--- src/rtl/alu_uart_sequencer.sv ---
// Byte-stream front end for the registered ALU: collects operand 1, operand 2 and opcode
// from the UART receiver, waits out the ALU latency and hands the result to the transmitter.
module alu_uart_sequencer #(
  parameter int NB_DATA     = 8,
  parameter int NB_OPCODE   = 6,
  parameter int ALU_LATENCY = 1
) (
  input  logic                 clk,
  input  logic                 rst,
  input  logic [NB_DATA-1:0]   i_rx_data,
  input  logic                 i_rx_done,
  input  logic [NB_DATA-1:0]   i_alu_result,
  input  logic                 i_tx_done,
  output logic [NB_DATA-1:0]   o_ope1,
  output logic [NB_DATA-1:0]   o_ope2,
  output logic [NB_OPCODE-1:0] o_opcode,
  output logic [NB_DATA-1:0]   o_tx_data,
  output logic                 o_tx_start,
  output logic                 o_busy,
  output logic                 o_drop
);

  typedef enum logic [2:0] {
    GET_OPE1,
    GET_OPE2,
    GET_OPCODE,
    WAIT_ALU,
    SEND,
    WAIT_TX
  } state_t;

  localparam logic [2:0] LAT = 3'(ALU_LATENCY);

  state_t     state;
  logic [2:0] lat_cnt;
  logic       busy_state;

  // Upper opcode-byte bits are intentionally discarded.
  logic unused_rx_hi;
  assign unused_rx_hi = ^i_rx_data[NB_DATA-1:NB_OPCODE];

  assign busy_state = (state == WAIT_ALU) || (state == SEND) || (state == WAIT_TX);

  // NOTE: all state and outputs are updated with non-blocking assignments so every
  // register samples pre-edge values; the one-cycle pulses default to 0 each edge.
  always_ff @(posedge clk or negedge rst) begin
    if (!rst) begin
      state      <= GET_OPE1;
      lat_cnt    <= '0;
      o_ope1     <= '0;
      o_ope2     <= '0;
      o_opcode   <= '0;
      o_tx_data  <= '0;
      o_tx_start <= 1'b0;
      o_busy     <= 1'b0;
      o_drop     <= 1'b0;
    end else begin
      o_tx_start <= 1'b0;
      o_drop     <= i_rx_done && busy_state;

      case (state)
        GET_OPE1: begin
          if (i_rx_done) begin
            o_ope1 <= i_rx_data;
            state  <= GET_OPE2;
          end
        end
        GET_OPE2: begin
          if (i_rx_done) begin
            o_ope2 <= i_rx_data;
            state  <= GET_OPCODE;
          end
        end
        GET_OPCODE: begin
          if (i_rx_done) begin
            o_opcode <= i_rx_data[NB_OPCODE-1:0];
            lat_cnt  <= '0;
            o_busy   <= 1'b1;
            state    <= WAIT_ALU;
          end
        end
        WAIT_ALU: begin
          // Counter value k on the edge N+1+k after opcode capture.
          if (lat_cnt == LAT) begin
            o_tx_data  <= i_alu_result;
            o_tx_start <= 1'b1;
            state      <= SEND;
          end else begin
            lat_cnt <= lat_cnt + 3'd1;
          end
        end
        SEND: begin
          state <= WAIT_TX;
        end
        WAIT_TX: begin
          if (i_tx_done) begin
            o_busy <= 1'b0;
            state  <= GET_OPE1;
          end
        end
        default: begin
          o_busy <= 1'b0;
          state  <= GET_OPE1;
        end
      endcase
    end
  end

endmodule

--- config.mk ---
export PLATFORM = sky130hd
export DESIGN_NAME = alu_uart_sequencer
export DESIGN_NICKNAME = d
export VERILOG_FILES = /design/src/rtl/alu_uart_sequencer.sv
export SDC_FILE = /design/constraint.sdc
export NUM_CORES = 1
export LEC_CHECK = 0
export ABC_AREA = 1
export CAP_MARGIN = 20
export CORE_MARGIN = 2
export CORE_UTILIZATION = 47
export CTS_BUF_LIST = sky130_fd_sc_hd__clkbuf_4 sky130_fd_sc_hd__clkbuf_8
export CTS_CLUSTER_SIZE = 24
export DETAILED_ROUTE_END_ITERATION = 10
export PLACE_DENSITY = 0.92
export SETUP_SLACK_MARGIN = 0.02
export SYNTH_ARGS = -nofsm -noshare
export SYNTH_HDL_FRONTEND = slang
export SYNTH_SLANG_ARGS = --single-unit
--- constraint.sdc ---
create_clock -name clk -period 1.42 [get_ports clk]
set_clock_uncertainty 0.1 [all_clocks]
set_input_delay 0.142 -clock clk [delete_from_list [all_inputs] [get_ports clk]]
set_output_delay 0.142 -clock clk [all_outputs]
set_load 0.05 [all_outputs]
==> reports/metrics.csv <==
metric,value,unit
share of cells above drive strength 1,0.386,
GRT overflow,0,
clk buf depth,2,
drt wl/cell,19.1,µm
Avg Vias per Cell,5.43,
FMAX,656,MHz
Syn Area/Cell,9.33,µm²
"Net Count, Synth",198,
Chip Width,63.1,µm
register area,978,µm²
Peak VDD IR,1950,µV
r2r worst-path depth,6,
multi-input combinational cell area,686,µm²
drt first pass iters,4,
final worst path period share,1.07,
hold path depth,3,
Synth Register Bits,39,
Worst path max stage delay,0.49,ns
fraction of the mapped netlist area in adder cells,0.0152,
"Reg clk slew, reported paths",0.12,ns
Initial Utilization,0.492,
crit path max fanout,11,
vias in the first global route,1611,
port bufs,52,
relative slew slack,0.682,
Final setup viols,16,
CP required,1.59,ns
worst-skew pair later-pin latency,0.35,ns
row count,21,
total core area,0.00334,mm²
Worst Slack Setup Final,-0.105,ns
GPL Wtd Cong,0.877,
fin nets,272,
DRC,0,
pin count of the biggest net entering global routing,40,
CTS buffer count,5,
routed vias,1613,
gr usage total,0.254,
clock root buffer master,clkbuf_4,
Mapped Cells,176,
most frequent cells in the layout,"nand2_1, dfrtp_1, buf_12, clkdlybuf4s50_1, o21ai_0",
first-pass GRT wire length,7670,µm
crit end category,flop,
Synth Area in Simple Gates,0.219,
failing checks,setup timing,
worst-path cell chain,inv_4 > nand3_4 > nor2_4 > clkinvlp_4 > buf_12 > o21ai_2,
RSZ-0062 raised after global routing,true,
antenna violations before repair,0,
"Power, Total",8.11,mW
post-route minimum period,1.53,ns
die area,0.00398,mm²
Slew @ Worst Pin,0.477,ns
CTS tree,built,
drt total wl,5670,µm
Area Overhead vs Synth,75.4,%
DRT iter0 DRCs,96,
largest family of logic cells by synthesized area,simple AND/OR/NAND/NOR gates,
post-route ant nets,0,
final slew viol count,0,
H-tree Lvls,2,
Synth Area in Compound Gates,0.102,
Finished Core Util,0.864,
post-synth cell types,19,
hold slack,0.224,ns
setup TNS,-0.705,ns
"commonest non-fill, non-tap cell in the layout",nand2_1,
data arrival time of the worst path,1.69,ns
CTS Sinks,39,
placed insts,278,
Final Hold Viols,0,
Finished Cell Area,0.00288,mm²
max-capacitance violation count,0,
synthesized area,0.00164,mm²
xor and xnor area share after synthesis,0.00533,
setup slack after placement,-0.108,ns
number of fill cells,146,
"non-filler cells, final",297,
critical path class,flop to flop,
Critical-path top delay cell,dfrtp_2,
PD cells,2810,mW/mm²
Hold Crit Class,input pin to flop,
mux share of post-synthesis cell area,0,
Top Ports,53,
dpl cell area,0.00259,mm²
outcome,"complete, but fails checks",
sequential fraction of the synthesis area,0.594,
Leak,1.37,nW
Die Y-Extent,63.1,µm
ANT cells,0,
YS warnings,0,
CP startpoint kind,flop,
Detailed Place HPWL,2940,µm
final timing paths:
kind | start | endpoint | slack [ns]
setup / recovery | state[2] | o_opcode[3] | -0.11
hold / removal | i_alu_result[7] | o_tx_data[7] | 0.22
setup reg to reg | state[2] | o_opcode[3] | -0.11
hold reg to reg | o_tx_data[6] | o_tx_data[6] | 0.46
max in group asynchronous | rst | state[2] | 0.58
min in group asynchronous | rst | o_ope1[7] | 0.29
repair_timing:
item / 4_1_cts / 5_1_grt
buffers inserted: 3 / 5
pin swaps: 0 / 10
endpoints found under the setup margin: 19 / 32
hold endpoints to repair: 39 / 0
gates cloned: 1 / 1
hold buffers: 1 / 0
resized for setup: 7 / 33
sequential cells by signal, indices dropped and copies added (netlist names):
register,cells
lat_cnt,3
o_tx_start,1
state,3
o_ope1,8
o_ope2,8
o_opcode,6
o_drop,1
o_tx_data,8
o_busy,1
power by group:
part	switching, mW	internal, mW
Clock	0.373	0.232
Sequential	0.661	1.61
Combinational	2.86	2.37
critical path, delay by kind of cell (launching register included):
family / cells / cell delay (ns)
buffers and inverters: 3 / 0.42
and+or+nand+nor: 2 / 0.25
DFF: 1 / 0.49
AOI/OAI and AO/OA: 1 / 0.16
metal layers:
metal | up-vias | wire (µm) | track usage | share of wire
li1 | 698 | - | - | -
met2 | 108 | 2870 | 0.427 | 0.50
met5 | - | 0 | 0 | 0
met1 | 773 | 1970 | 0.282 | 0.35
met3 | 34 | 530 | 0.104 | 0.093
met4 | 0 | 303 | 0.117 | 0.053
cells in the mapped netlist:
library cell  instances  share of area
nand2_1              62           0.14
dfrtp_1              39           0.59
o21ai_0              19          0.058
inv_1                18          0.041
o21ai_2               6          0.032
nor2_1                5          0.011
nand3_1               4          0.012
nand3_2               4          0.024
nor2_2                3          0.011
a21oi_1               2         0.0061
buf_2                 2         0.0061
buf_6                 2          0.014
ha_1                  2          0.015
nand2_2               2         0.0076
o21ai_1               2         0.0061
inv_4                 1         0.0038
nor2_4                1         0.0069
nor3_1                1         0.0030
xor2_1                1         0.0053
area by class of cell:
cell class | count | share of cell area
multi-input cells | 115 | 0.238
flip-flops and latches | 39 | 0.340
well taps | 46 | 0.0200
clock inverters | 1 | 0.00174
repair inverters | 1 | 0.00261
repair buffers | 69 | 0.350
clock buffers | 7 | 0.0182
inverters | 19 | 0.0300
cells by family after synthesis:
| logic type | Yosys count |
|---|---|
| buffers and inverters | 23 |
| AND/OR/NAND/NOR | 82 |
| flip-flops | 39 |
| adder cells (fa/ha/maj) | 2 |
| AO/OA/AOI/OAI | 29 |
| XOR/XNOR | 1 |
Power figures use the tool's default switching activity.
